===== src/rtl/redux_pkg.sv =====
// Shared definitions for the Redux-V datapath.
//   - ALU opcode values (the ula Seletor encoding)
//   - controller FSM state type
//   - bit positions of the fields inside an 8-bit instruction
package redux_pkg;

   localparam logic [3:0] OP_NOT  = 4'd0;
   localparam logic [3:0] OP_AND  = 4'd1;
   localparam logic [3:0] OP_OR   = 4'd2;
   localparam logic [3:0] OP_XOR  = 4'd3;
   localparam logic [3:0] OP_ADD  = 4'd4;
   localparam logic [3:0] OP_SUB  = 4'd5;
   localparam logic [3:0] OP_SLR  = 4'd6;
   localparam logic [3:0] OP_SRR  = 4'd7;
   localparam logic [3:0] OP_MUL  = 4'd8;
   localparam logic [3:0] OP_ROL  = 4'd9;
   localparam logic [3:0] OP_LAST = OP_ROL;

   // instr = {opcode[7:4], ra[3:2], rb[1:0]}
   localparam int unsigned INSTR_OP_MSB = 7;
   localparam int unsigned INSTR_OP_LSB = 4;
   localparam int unsigned INSTR_RA_MSB = 3;
   localparam int unsigned INSTR_RA_LSB = 2;
   localparam int unsigned INSTR_RB_MSB = 1;
   localparam int unsigned INSTR_RB_LSB = 0;

   typedef enum logic [1:0] {
      StIdle,
      StDec,
      StExec,
      StWb
   } state_e;

endpackage


===== src/rtl/ula.sv =====
// ula: 8-bit combinational ALU of the Redux-V datapath.
//   A, B     operands
//   Seletor  operation select (see redux_pkg opcodes)
//   S        8-bit result (ADD/SUB/MUL truncated)
//   ZERO     high when S == 0
// Unused selector values produce S = 0.
module ula
   import redux_pkg::*;
(
   input  logic [7:0] A,
   input  logic [7:0] B,
   input  logic [3:0] Seletor,
   output logic       ZERO,
   output logic [7:0] S
);

   logic [15:0] prod;

   always_comb begin
      prod = {8'b0, A} * {8'b0, B};
      S    = 8'h00;
      unique case (Seletor)
         OP_NOT:  S = ~A;
         OP_AND:  S = A & B;
         OP_OR:   S = A | B;
         OP_XOR:  S = A ^ B;
         OP_ADD:  S = A + B;
         OP_SUB:  S = A - B;
         OP_SLR:  S = A << 1;
         OP_SRR:  S = A >> 1;
         OP_MUL:  S = prod[7:0];
         OP_ROL:  S = {A[6:0], A[7]};
         default: S = 8'h00;
      endcase
      ZERO = (S == 8'h00);
   end

endmodule


===== src/rtl/ula_ctrl.sv =====
// ula_ctrl: multi-cycle sequencer around a 4 x 8-bit register bank and the ula ALU.
// Each accepted instruction runs IDLE -> DEC -> EXEC -> WB and writes R[ra] op R[rb]
// back to R[ra] (legal opcodes only).
//   clk, rst                 clock, asynchronous active-high reset
//   instr_valid/instr_ready  instruction handshake (ready only in IDLE)
//   instr                    {opcode, ra, rb}
//   ld_en/ld_addr/ld_data    direct register load, honoured in IDLE only
//   rd_addr/rd_data          combinational debug read port
//   done                     one-cycle pulse in WB
//   illegal                  pulse with done when opcode > 9
//   zero_flag                ZERO of the last legal retired instruction
module ula_ctrl
   import redux_pkg::*;
#(
   parameter int unsigned NREGS = 4,
   parameter int unsigned W     = 8
) (
   input  logic         clk,
   input  logic         rst,
   input  logic         instr_valid,
   output logic         instr_ready,
   input  logic [7:0]   instr,
   input  logic         ld_en,
   input  logic [1:0]   ld_addr,
   input  logic [W-1:0] ld_data,
   input  logic [1:0]   rd_addr,
   output logic [W-1:0] rd_data,
   output logic         done,
   output logic         illegal,
   output logic         zero_flag
);

   state_e       state_q, state_d;
   logic [7:0]   instr_q, instr_d;
   logic [W-1:0] opa_q, opa_d, opb_q, opb_d;
   logic [3:0]   sel_q, sel_d;
   logic         ill_q, ill_d;
   logic [W-1:0] res_q, res_d;
   logic         zf_q, zf_d;
   logic         zero_flag_q, zero_flag_d;
   logic [W-1:0] regs_q [NREGS];

   logic         wr_en;
   logic [1:0]   wr_addr;
   logic [W-1:0] wr_data;

   logic [W-1:0] alu_s;
   logic         alu_zero;

   logic [3:0]   op_f;
   logic [1:0]   ra_f, rb_f;

   assign op_f = instr_q[INSTR_OP_MSB:INSTR_OP_LSB];
   assign ra_f = instr_q[INSTR_RA_MSB:INSTR_RA_LSB];
   assign rb_f = instr_q[INSTR_RB_MSB:INSTR_RB_LSB];

   ula u_ula (
      .A       (opa_q),
      .B       (opb_q),
      .Seletor (sel_q),
      .ZERO    (alu_zero),
      .S       (alu_s)
   );

   always_comb begin
      state_d     = state_q;
      instr_d     = instr_q;
      opa_d       = opa_q;
      opb_d       = opb_q;
      sel_d       = sel_q;
      ill_d       = ill_q;
      res_d       = res_q;
      zf_d        = zf_q;
      zero_flag_d = zero_flag_q;
      wr_en       = 1'b0;
      wr_addr     = ld_addr;
      wr_data     = ld_data;
      instr_ready = 1'b0;
      done        = 1'b0;
      illegal     = 1'b0;

      unique case (state_q)
         StIdle: begin
            instr_ready = 1'b1;
            // Load lands at the handshake edge too, so DEC sees the new value.
            wr_en = ld_en;
            if (instr_valid) begin
               instr_d = instr;
               state_d = StDec;
            end
         end
         StDec: begin
            opa_d   = regs_q[ra_f];
            opb_d   = regs_q[rb_f];
            sel_d   = op_f;
            ill_d   = (op_f > OP_LAST);
            state_d = StExec;
         end
         StExec: begin
            res_d   = alu_s;
            zf_d    = alu_zero;
            state_d = StWb;
         end
         StWb: begin
            done    = 1'b1;
            illegal = ill_q;
            if (!ill_q) begin
               wr_en       = 1'b1;
               wr_addr     = ra_f;
               wr_data     = res_q;
               zero_flag_d = zf_q;
            end
            state_d = StIdle;
         end
         default: state_d = StIdle;
      endcase
   end

   always_ff @(posedge clk or posedge rst) begin
      if (rst) begin
         state_q     <= StIdle;
         instr_q     <= '0;
         opa_q       <= '0;
         opb_q       <= '0;
         sel_q       <= '0;
         ill_q       <= 1'b0;
         res_q       <= '0;
         zf_q        <= 1'b0;
         zero_flag_q <= 1'b0;
      end else begin
         state_q     <= state_d;
         instr_q     <= instr_d;
         opa_q       <= opa_d;
         opb_q       <= opb_d;
         sel_q       <= sel_d;
         ill_q       <= ill_d;
         res_q       <= res_d;
         zf_q        <= zf_d;
         zero_flag_q <= zero_flag_d;
      end
   end

   always_ff @(posedge clk or posedge rst) begin
      if (rst) begin
         for (int i = 0; i < NREGS; i++) begin
            regs_q[i] <= '0;
         end
      end else if (wr_en) begin
         regs_q[wr_addr] <= wr_data;
      end
   end

   assign rd_data   = regs_q[rd_addr];
   assign zero_flag = zero_flag_q;

endmodule

===== config.mk =====
export PLATFORM = sky130hd
export DESIGN_NAME = ula_ctrl
export DESIGN_NICKNAME = d
export VERILOG_FILES = /design/src/rtl/redux_pkg.sv /design/src/rtl/ula.sv /design/src/rtl/ula_ctrl.sv
export SDC_FILE = /design/constraint.sdc
export NUM_CORES = 1
export LEC_CHECK = 0
export CORE_MARGIN = 3
export CORE_UTILIZATION = 55
export DETAILED_ROUTE_END_ITERATION = 10
export PLACE_DENSITY_LB_ADDON = 0.3
export SYNTH_ARGS = -nofsm -noshare
export SYNTH_HDL_FRONTEND = slang
export SYNTH_HIERARCHICAL = 1
export SYNTH_SLANG_ARGS = --single-unit

===== constraint.sdc =====
create_clock -name clk -period 4.25 [get_ports clk]
set_input_delay 0.85 -clock clk [delete_from_list [all_inputs] [get_ports clk]]
set_output_delay 0.85 -clock clk [all_outputs]
set_load 0.05 [all_outputs]

# [Yosys cells after proc, flatten, opt, wreduce, memory -nomap -nowiden]
# Index checks and enable logic that the tools add are counted.
[totals] regBits=73 in_bits=24 out_inout_bits=12 word_cells=74
[op_classes] add_sub_neg=2 n_mul=1 n_lt_le_gt_ge=6 n_eq_ne=13 n_mux=24 n_bitwise=9 n_reduce_logical=6
[ops] operator="one-hot mux 8 bit (10 select lines)" count=1
[ops] operator="2-to-1 mux 8 bit" count=9
[ops] operator="binary-select mux 8 bit (select 2 bit)" count=3
[ops] operator="bitwise mux 32 bit" count=1
[ops] operator="demux 8 bit (select 2 bit)" count=1
[ops] operator="== test 4 x 3 -> 1 bit, second input constant" count=4
[ops] operator="greater-or-equal comparator 3 bit, second input constant" count=4
[ops] operator="NOT 2 -> 3 bit" count=4
[ops] operator="adder 8 bit" count=1
[ops] operator="bitwise AND 8 bit" count=1
[ops] operator="== test 4 x 2 -> 1 bit, second input constant" count=2
[ops] operator="== test 4 bit, second input constant" count=2
[ops] operator="zero test 8 bit" count=1
[ops] operator="multiplier 8 x 8 -> 8 bit" count=1
[ops] operator="NOT 8 bit" count=1
[ops] operator="bitwise OR 8 bit" count=1
[ops] operator="one-hot mux 2 bit (4 select lines)" count=1
[ops] operator="subtractor 8 bit" count=1
[ops] operator="bitwise XOR 8 bit" count=1
[ops] operator="2-to-1 mux 2 bit" count=3
[ops] operator="== test 2 bit, second input constant" count=2
[ops] operator="== test 4 x 1 -> 1 bit, second input constant" count=1
[ops] operator="greater-than comparator 4 bit, second input constant" count=1
[ops] operator="zero test 4 bit" count=1
[ops] operator="other kinds (9)" count=13

# [Depth between registers and ports, before layout]
# Gate-level depths: netlist of the first run.
[depth] word_depth=8 mapped_depth=17 ltp_nobuf=17

# [Modules after synthesis]
# The synthesis of the first run kept the hierarchy.
[modules_own_cells] module="ula_ctrl" instances=1 cells_each=240 area_per_inst_um2=3651.0 seq_area_each_um2=1826.8
[modules_own_cells] module="ula" instances=1 cells_each=283 area_per_inst_um2=2169.6 seq_area_each_um2=0.0

# [Worst setup path before layout of the first run]
# Ideal clock, no wire load.
[synth_path] kind="reg-to-reg" startpoint="register opb_q[4]" endpoint="register zf_q" setup_time_ns=0.065 arrival_ns=4.483 t_required_ns=4.185 slack_ns=-0.298 path_stages_with_launch=17 n_path_buf=1 period_less_slack_ns=4.548 cell_sequence="dfrtp_1 clkbuf_1 nand2_1 fa_1 fa_1 inv_1 fa_1 inv_1 fa_1 inv_1 ha_1 a21oi_1 xnor3_1 xnor3_1 a221o_1 nor4_2 mux2_2"
[synth_between] elab_chain_cells=3 word_cells_on_any_way=8 cone_classes="add/sub (2); mul (1); mux (1); bitwise (3); reduce/logical (1)"
[synth_lines] element="start, declared" line="ula_ctrl.sv:35" text="logic [W-1:0] opa_q, opa_d, opb_q, opb_d;"
[synth_lines] element="start signal, assigned" line="ula_ctrl.sv:134" text="opb_q <= opb_d;"
[synth_lines] element="multiplier 8 x 8 -> 8 bit (tied with other cells)" line="ula.sv:20" text="prod = {8'b0, A} * {8'b0, B};"
[synth_lines] element="one-hot mux 8 bit (10 select lines) (*)" line="ula.sv:22" text="unique case (Seletor)"
[synth_lines] element="via alu_s[7]" line="ula_ctrl.sv:47" text="logic [W-1:0] alu_s;"
[synth_lines] element="zero test 8 bit (*)" line="ula.sv:35" text="ZERO = (S == 8'h00);"
[synth_lines] element="via alu_zero" line="ula_ctrl.sv:48" text="logic alu_zero;"
[synth_lines] element="end signal, assigned" line="ula_ctrl.sv:138" text="zf_q <= zf_d;"
[synth_lines] element="end, declared" line="ula_ctrl.sv:39" text="logic zf_q, zf_d;"
# Mark *: on every way through the listed nets, which the timed path passes. The rest lies on a longest branch.
# A chain may end at the register's enable or synchronous reset.

# [Worst setup path in the final report of the first run]
[layout_path] startpoint="register opb_q[3]" endpoint="register zf_q"
# The elaborated chain is that of the path after synthesis.

==> results of run 1 <==
-- kinds of logic after synthesis --
logic type,after synthesis,share of synthesized area [%]
DFF,73,31.4
muxes,105,25.2
adders and majority gates,59,14.4
AOI/OAI and AO/OA,67,8.75
buffers and inverters,75,5.61
and+or+nand+nor,122,11.0
xor gates and xnor gates,22,3.78
-- stage by stage --
step,power (uW),setup slack [ps]
3_3_place_gp,5320,-38.6
6_report,6410,99.5
4_1_cts,6220,12.3
5_1_grt,6870,-46.9
3_5_place_dp,5500,-120
2_1_floorplan,4330,6.22
-- layout make-up --
| type | count | area, sq um | area share (%) |
|---|---|---|---|
| Clock buffer | 11 | 151 | 2.18 |
| Clock inverter | 5 | 77.6 | 1.12 |
| Inverter | 52 | 198 | 2.85 |
| Multi-Input combinational cell | 375 | 3790 | 54.6 |
| Sequential cell | 73 | 1830 | 26.4 |
| Tap cell | 133 | 166 | 2.40 |
| Timing Repair Buffer | 83 | 726 | 10.5 |
-- report_power, final --
group	leakage [uW]	internal, uW	total, uW	switching [uW]
Clock	0.000115	360	620	259
Combinational	0.00210	2180	4380	2200
Sequential	0.000900	1030	1410	384
-- routing by layer --
metal	global-route usage [%]	up-vias	wire length [um]
li1	-	2007	-
met1	35.7	2260	6060
met2	44.9	164	7470
met3	4.03	31	873
met4	10.6	0	342
met5	0	-	0
-- synthesized netlist by cell type (all sizes together) (2+ instances only) --
| cell | instances | area share (%) |
|---|---|---|
| xnor2 | 17 | 2.6 |
| and3 | 4 | 0.43 |
| o22ai | 2 | 0.21 |
| xnor3 | 2 | 0.77 |
| o32ai | 2 | 0.30 |
| xor2 | 3 | 0.45 |
| a31oi | 6 | 0.64 |
| and2 | 2 | 0.21 |
| nand3b | 3 | 0.39 |
| ha | 46 | 9.9 |
| o21ai | 15 | 1.9 |
| nand2b | 6 | 0.77 |
| o21a | 5 | 0.64 |
| a22o | 2 | 0.30 |
| buf | 18 | 1.9 |
| a211o | 3 | 0.45 |
| nor4 | 2 | 0.32 |
| mux2i | 6 | 1.0 |
| mux4 | 25 | 9.7 |
| dfrtp | 73 | 31 |
| mux2 | 74 | 14 |
| o31a | 2 | 0.30 |
| nor2b | 4 | 0.56 |
| fa | 13 | 4.5 |
| o211ai | 3 | 0.39 |
| clkbuf | 5 | 0.32 |
| a21o | 3 | 0.39 |
| nor3 | 9 | 0.77 |
| inv | 52 | 3.4 |
| a32o | 3 | 0.52 |
| nand3 | 2 | 0.17 |
| nor2 | 25 | 1.6 |
| a21oi | 10 | 1.1 |
| nor3b | 5 | 1.1 |
| a32oi | 2 | 0.30 |
| nand2 | 51 | 3.3 |
-- worst paths after layout --
check                      startpoint    endpoint  slack [ps]  cells after the start
setup / recovery             opb_q[3]        zf_q         100                     17
hold / removal              zero_flag   zero_flag         510                      1
setup reg to reg             opb_q[3]        zf_q         100                     17
hold reg to reg             zero_flag   zero_flag         510                      1
max in group asynchronous         rst    opb_q[3]        2360                      3
min in group asynchronous         rst  regs_q[27]         850                      2
-- sequential cells by signal, indices dropped and copies added (netlist names) --
name,count
opb_q,8
opa_q,8
zero_flag,1
zf_q,1
instr_q,8
res_q,8
state_q,2
regs_q,32
ill_q,1
sel_q,4
-- repair_timing --
item                       CTS  global route
buffers inserted             7             4
gates resized for setup     11            19
pin swaps                    9            20
cloned                       0             0
setup endpoints to repair    2             2
==> impl_metrics.prom, run 1 <==
# TYPE chip_impl_metric gauge
chip_impl_info{name="run_status",value="completed"} 1
chip_impl_metric{name="synth_async_sr_flop_share",unit="%"} 100
chip_impl_metric{name="cts_hold_buffers",unit=""} 0
chip_impl_metric{name="postSynthRegisterBits",unit=""} 73
chip_impl_info{name="worst_min_delay_path_category",value="reg2reg"} 1
chip_impl_metric{name="1st_pass_router_iterations",unit=""} 5
chip_impl_metric{name="final-instance-count-excl-fill",unit=""} 732
chip_impl_metric{name="synth_fp_nets",unit=""} 606
chip_impl_metric{name="ioPinCount",unit=""} 36
chip_impl_metric{name="drt_iter0_markers",unit=""} 284
chip_impl_metric{name="cts.path.max_buffers",unit=""} 2
chip_impl_metric{name="synthCells",unit=""} 523
chip_impl_metric{name="die_area",unit="sq mm"} 0.0119
chip_impl_metric{name="post-place-cells",unit=""} 706
chip_impl_metric{name="clock-sinks",unit=""} 73
chip_impl_metric{name="vert_die_dim",unit="um"} 109
chip_impl_metric{name="nFillCells",unit=""} 692
chip_impl_metric{name="antenna_cells_inserted",unit=""} 0
chip_impl_metric{name="final.period_utilization",unit="%"} 97.7
chip_impl_info{name="crit_path_end_kind",value="flop"} 1
chip_impl_metric{name="clock-skew-final",unit="ps"} 8.84
chip_impl_metric{name="power.leakage",unit="uW"} 0.00311
chip_impl_metric{name="timing.critical_path.required",unit="ps"} 4550
chip_impl_metric{name="seq_area_frac_synth",unit="%"} 31.4
chip_impl_metric{name="area_delta_synth_final",unit="%"} 19.3
chip_impl_metric{name="vdd_drop_max",unit="uV"} 516
chip_impl_metric{name="final_max_tran_viols",unit=""} 0
chip_impl_info{name="dominantRegCellSynth",value="sky130_fd_sc_hd__dfrtp_1"} 1
chip_impl_metric{name="final_core_util",unit="%"} 69.1
chip_impl_info{name="root_buffer",value="sky130_fd_sc_hd__clkbuf_8"} 1
chip_impl_metric{name="insertion_delay",unit="ps"} 360
chip_impl_metric{name="clk_pin_slew",unit="ps"} 70
chip_impl_metric{name="placementRows",unit=""} 36
chip_impl_info{name="rsz0062_at_grt",value="yes"} 1
chip_impl_metric{name="die-width",unit="um"} 109
chip_impl_metric{name="grt_pass1_wl",unit="um"} 24500
chip_impl_metric{name="synthDistinctLibCells",unit=""} 66
chip_impl_metric{name="crit_arrival",unit="ps"} 4450
chip_impl_metric{name="vias",unit=""} 4462
chip_impl_metric{name="route.detailed.drc",unit=""} 0
chip_impl_metric{name="gp_congestion",unit=""} 0.958
chip_impl_metric{name="grt_usage",unit="%"} 27.0
chip_impl_info{name="tritoncts",value="built"} 1
chip_impl_metric{name="number_of_flops_mapped_to_enable_cells_by_yosys",unit=""} 0
chip_impl_info{name="path_delay_family",value="adder cells"} 1
chip_impl_metric{name="placement.io_buffers",unit=""} 35
chip_impl_metric{name="drt-wirelength-per-cell",unit="um"} 20.1
chip_impl_metric{name="core_area",unit="sq mm"} 0.0100
chip_impl_metric{name="slowest_stage_delay_cp",unit="ps"} 570
chip_impl_metric{name="netlist_area",unit="sq mm"} 0.00582
chip_impl_info{name="worstSetupStartpointType",value="flop"} 1
chip_impl_metric{name="timing.fmax",unit="MHz"} 241
chip_impl_info{name="critical_path.slowest_cell",value="sky130_fd_sc_hd__or4b_4"} 1
chip_impl_metric{name="tns",unit="ps"} 0
chip_impl_metric{name="critical_path_peak_fanout",unit=""} 2
chip_impl_metric{name="initial_utilization",unit="%"} 57.9
chip_impl_metric{name="dp_hpwl",unit="um"} 11100
chip_impl_metric{name="tightest_slew",unit="ps"} 1200
chip_impl_metric{name="max_cap_violations",unit=""} 0
chip_impl_metric{name="placed_cell_area",unit="sq mm"} 0.00655
chip_impl_metric{name="ys_warn_count",unit=""} 6
chip_impl_info{name="mostFrequentLayoutCell",value="sky130_fd_sc_hd__mux2_2"} 1
chip_impl_metric{name="max-slew-margin-rel",unit="%"} 20.0
chip_impl_metric{name="path_buf_inv",unit=""} 4
chip_impl_info{name="layout.cells.most_common_list",value="sky130_fd_sc_hd__mux2_2, sky130_fd_sc_hd__dfrtp_1, sky130_fd_sc_hd__nand2_1, sky130_fd_sc_hd__buf_4, sky130_fd_sc_hd__inv_1"} 1
chip_impl_metric{name="drive_gt1_share",unit="%"} 35.4
chip_impl_metric{name="first_global_vias",unit=""} 4746
chip_impl_metric{name="final_critical_path_time_including_i_o_delays_and_setup",unit="ps"} 4150
chip_impl_metric{name="grt_max_degree",unit=""} 50
chip_impl_metric{name="final_global_route_overflow_total",unit=""} 0
chip_impl_info{name="critical_path.most_common_cell",value="sky130_fd_sc_hd__inv_2"} 1
chip_impl_metric{name="clock_tree.htree_level_count",unit=""} 3
chip_impl_metric{name="nNetsFinal",unit=""} 677
chip_impl_metric{name="holdWs",unit="ps"} 514
chip_impl_metric{name="route.detailed.vias_per_inst",unit=""} 6.10
chip_impl_info{name="crit_chain",value="buf_4 > inv_2 > nor2_1 > ha_2 > fa_1 > ha_1 > inv_2 > fa_1 > inv_2 > fa_2 > nand2_2 > o21ai_2 > a22o_1 > a211o_1 > or4b_4 > nor4_4 > mux2_4"} 1
chip_impl_metric{name="cts_inserted_buffers",unit=""} 9
chip_impl_metric{name="syn-mean-instance-area",unit="sq um"} 11.1
chip_impl_metric{name="design_area",unit="sq mm"} 0.00694
chip_impl_metric{name="grt_antenna_before_repair",unit=""} 0
chip_impl_metric{name="final-setup-viol-count",unit=""} 0
chip_impl_metric{name="hold_viol",unit=""} 0
chip_impl_metric{name="detail_route.wirelength",unit="um"} 14700
chip_impl_info{name="worstSetupPathType",value="reg2reg"} 1
chip_impl_metric{name="powerDensity",unit="mW/mm^2"} 924
chip_impl_metric{name="antenna_left",unit=""} 0
Note: power is estimated with default switching activity, not from simulation.
==> run 2, diff against run 1 <==
--- a/config.mk
+++ b/config.mk
@@ -9,7 +9,9 @@
 export CORE_UTILIZATION = 55
 export DETAILED_ROUTE_END_ITERATION = 10
 export PLACE_DENSITY_LB_ADDON = 0.3
+export SLEW_MARGIN = 20
 export SYNTH_ARGS = -nofsm -noshare
 export SYNTH_HDL_FRONTEND = slang
 export SYNTH_HIERARCHICAL = 1
 export SYNTH_SLANG_ARGS = --single-unit
+export TNS_END_PERCENT = 50
==> results of run 2 <==
Same layout as run 1: the final DEF is identical, and so are final timing and power.
==> run 3, diff against run 2 <==
--- a/config.mk
+++ b/config.mk
@@ -6,7 +6,7 @@
 export NUM_CORES = 1
 export LEC_CHECK = 0
 export CORE_MARGIN = 3
-export CORE_UTILIZATION = 55
+export CORE_UTILIZATION = 60
 export DETAILED_ROUTE_END_ITERATION = 10
 export PLACE_DENSITY_LB_ADDON = 0.3
 export SLEW_MARGIN = 20
==> constraint.sdc (replaced) <==
create_clock -name clk -period 4 [get_ports clk]
set_input_delay 0.8 -clock clk [delete_from_list [all_inputs] [get_ports clk]]
set_output_delay 0.8 -clock clk [all_outputs]
set_load 0.05 [all_outputs]
==> run 3 against run 2 <==
The run now ends with setup timing left. Maximum frequency fell by 2.0%. Wire length increased by 4.9%. Via count fell by 0.27%. Sequential power up 9.9%. Critical path depth is the same. Final area rose by 0.25%. Clock power rose by 17%. Sequential share of layout area decreased by 0.084 points. Count of clock-buffer cells in the layout grew 1. Global-route usage is 1.8 points higher. Hold slack worse by 4.3 ps. Total power rose by 7.6%. Critical path type unchanged. Largest cell class unchanged. Highest routed layer unchanged.
==> impl_metrics.prom, run 3 (same netlist as run 1, synthesis figures left out) <==
# TYPE chip_impl_metric gauge
chip_impl_metric{name="largest_reg_flops",unit=""} 32
chip_impl_metric{name="power.leakage",unit="uW"} 0.00314
chip_impl_metric{name="clock-skew-final",unit="ps"} 10.1
chip_impl_info{name="worstSetupStartpointType",value="flop"} 1
chip_impl_info{name="root_buffer",value="sky130_fd_sc_hd__clkbuf_8"} 1
chip_impl_metric{name="route.detailed.drc",unit=""} 0
chip_impl_metric{name="placement.io_buffers",unit=""} 35
chip_impl_metric{name="vert_die_dim",unit="um"} 104
chip_impl_metric{name="drt-wirelength-per-cell",unit="um"} 21.3
chip_impl_info{name="mostFrequentLayoutCell",value="sky130_fd_sc_hd__mux2_2"} 1
chip_impl_metric{name="grt_antenna_before_repair",unit=""} 0
chip_impl_metric{name="post-layout-total-power",unit="uW"} 6900
chip_impl_metric{name="clock_tree.htree_level_count",unit=""} 3
chip_impl_metric{name="vias",unit=""} 4450
chip_impl_metric{name="slowest_stage_delay_cp",unit="ps"} 560
chip_impl_metric{name="share_comb_of_total_power",unit="%"} 67.1
chip_impl_metric{name="tightest_slew",unit="ps"} 1010
chip_impl_metric{name="final_critical_path_time_including_i_o_delays_and_setup",unit="ps"} 4230
chip_impl_metric{name="grt_pass1_wl",unit="um"} 24600
chip_impl_metric{name="vdd_drop_max",unit="uV"} 599
chip_impl_metric{name="placed_cell_area",unit="sq mm"} 0.00660
chip_impl_metric{name="initial_utilization",unit="%"} 62.4
chip_impl_metric{name="grt_max_degree",unit=""} 54
chip_impl_metric{name="cts_inserted_buffers",unit=""} 9
chip_impl_metric{name="timing.critical_path.required",unit="ps"} 4290
chip_impl_metric{name="detail_route.wirelength",unit="um"} 15500
chip_impl_metric{name="share_of_power_burned_in_the_clock_network",unit="%"} 10.5
chip_impl_info{name="crit_path_end_kind",value="flop"} 1
chip_impl_metric{name="route.detailed.vias_per_inst",unit=""} 6.13
chip_impl_metric{name="placementRows",unit=""} 35
chip_impl_metric{name="ioPinCount",unit=""} 36
chip_impl_metric{name="layout_setup_ws",unit="ps"} -235
chip_impl_metric{name="final_global_route_overflow_total",unit=""} 0
chip_impl_metric{name="area_delta_synth_final",unit="%"} 19.6
chip_impl_metric{name="drt_iter0_markers",unit=""} 325
chip_impl_metric{name="insertion_delay",unit="ps"} 340
chip_impl_info{name="crit_chain",value="buf_6 > inv_2 > nor2_1 > ha_2 > fa_1 > ha_1 > inv_2 > fa_1 > inv_2 > fa_2 > nand2_2 > o21ai_2 > a22o_1 > a211o_1 > or4b_4 > nor4_4 > mux2_4"} 1
chip_impl_metric{name="final_max_tran_viols",unit=""} 0
chip_impl_info{name="critical_path.most_common_cell",value="sky130_fd_sc_hd__inv_2"} 1
chip_impl_metric{name="switchingPower",unit="uW"} 3060
chip_impl_metric{name="drive_gt1_share",unit="%"} 35.2
chip_impl_metric{name="tns",unit="ps"} -355
chip_impl_metric{name="timing.fmax",unit="MHz"} 236
chip_impl_info{name="regMostFlops",value="regs_q"} 1
chip_impl_info{name="layout.cells.most_common_list",value="sky130_fd_sc_hd__mux2_2, sky130_fd_sc_hd__dfrtp_1, sky130_fd_sc_hd__nand2_1, sky130_fd_sc_hd__buf_4, sky130_fd_sc_hd__inv_1"} 1
chip_impl_metric{name="cts.path.max_buffers",unit=""} 2
chip_impl_metric{name="antenna_cells_inserted",unit=""} 0
chip_impl_metric{name="p_sw_share",unit="%"} 44.3
chip_impl_metric{name="cts_hold_buffers",unit=""} 0
chip_impl_info{name="worstSetupPathType",value="reg2reg"} 1
chip_impl_metric{name="nNetsFinal",unit=""} 675
chip_impl_metric{name="max-slew-margin-rel",unit="%"} 32.3
chip_impl_metric{name="die_area",unit="sq mm"} 0.0109
chip_impl_info{name="worst_min_delay_path_category",value="reg2reg"} 1
chip_impl_metric{name="core_area",unit="sq mm"} 0.00933
chip_impl_metric{name="cellInternalPower",unit="uW"} 3840
chip_impl_metric{name="crit_arrival",unit="ps"} 4520
chip_impl_metric{name="final_core_util",unit="%"} 74.6
chip_impl_metric{name="first_global_vias",unit=""} 4680
chip_impl_info{name="violations",value="setup timing"} 1
chip_impl_info{name="critical_path.slowest_cell",value="sky130_fd_sc_hd__or4b_4"} 1
chip_impl_metric{name="pwr-share-seq",unit="%"} 22.4
chip_impl_metric{name="antenna_left",unit=""} 0
chip_impl_metric{name="dp_hpwl",unit="um"} 11600
chip_impl_metric{name="1st_pass_router_iterations",unit=""} 5
chip_impl_info{name="run_status",value="complete, but fails checks"} 1
chip_impl_metric{name="final-setup-viol-count",unit=""} 2
chip_impl_info{name="rsz0062_at_grt",value="yes"} 1
chip_impl_metric{name="final.period_utilization",unit="%"} 106
chip_impl_metric{name="grt_usage",unit="%"} 28.8
chip_impl_metric{name="die-width",unit="um"} 104
chip_impl_metric{name="hold_viol",unit=""} 0
chip_impl_metric{name="critical_path_peak_fanout",unit=""} 5
chip_impl_metric{name="gp_congestion",unit=""} 0.940
chip_impl_metric{name="clk_pin_slew",unit="ps"} 80
chip_impl_metric{name="max_cap_violations",unit=""} 0
chip_impl_metric{name="clock-sinks",unit=""} 73
chip_impl_metric{name="preCtsSetupSlack",unit="ps"} -225
chip_impl_metric{name="multi_input_comb_area",unit="sq mm"} 0.00381
chip_impl_info{name="tritoncts",value="built"} 1
chip_impl_metric{name="nFillCells",unit=""} 644
chip_impl_metric{name="register_area",unit="sq mm"} 0.00183
chip_impl_metric{name="design_area",unit="sq mm"} 0.00696
chip_impl_metric{name="powerDensity",unit="mW/mm^2"} 991
-- run 3: changes by cell type in the layout (fill, tap and decap cells not counted), sizes merged --
cell	change
buf	-2
clkinvlp	-1
inv	-1
clkbuf	+1
bufinv	+1
-- run 3: critical path: cells and delay by family (launching register included) --
family          cells  cell delay (ps)
compound gates      3              560
fa+ha+maj           5             1870
buf+inv             4              250
flops               1              450
mux                 1              180
simple gates        4              890
-- run 3: final timing paths --
path,slack [ps],cells after the start,end,start
worst max-delay path,-230,17,zf_q,opb_q[2]
worst min-delay path,510,1,zero_flag,zero_flag
worst max register to register,-230,17,zf_q,opb_q[2]
worst min register to register,510,1,zero_flag,zero_flag
max in group asynchronous,2330,3,opa_q[1],rst
min in group asynchronous,940,2,regs_q[21],rst
-- run 3: final cells by class --
cell class | instances | share of cell area (%)
tap | 129 | 2.32
timing repair buffer | 81 | 10.1
multi-input combinational | 375 | 54.7
inverter | 52 | 2.86
clock inverter | 4 | 1.42
clock buffer | 12 | 2.23
sequential | 73 | 26.3
-- run 3: through the flow --
step,cells,hold slack (ps)
after floorplan,523,474
after global placement,705,486
after detailed placement,705,487
after CTS,721,507
after global routing,726,534
final,726,510
-- run 3: layer usage --
| layer | part of all wire, % | vias to the layer above | wire length (um) | GRT usage, % |
|---|---|---|---|---|
| li1 | - | 2009 | - | - |
| met1 | 41 | 2227 | 6300 | 37.0 |
| met2 | 50 | 176 | 7760 | 47.7 |
| met3 | 5.4 | 38 | 842 | 4.22 |
| met4 | 3.7 | 0 | 571 | 14.1 |
| met5 | 0 | - | 0 | 0 |
-- run 3: timing repair --
| item | in CTS | in global routing |
|---|---|---|
| setup endpoints to repair | 3 | 4 |
| setup buffers | 0 | 5 |
| pin swaps | 0 | 19 |
| cloned | 0 | 0 |
| resized for setup | 3 | 21 |
-- run 3: power groups by stage --
stage / registers (uW) / logic [uW] / clock network [uW]
detailed placement: 1530 / 4380 / 0
finish: 1550 / 4630 / 723
global route: 1590 / 5000 / 762
CTS: 1530 / 4410 / 727
global placement: 1490 / 4250 / 0
floorplan: 1390 / 3260 / 0
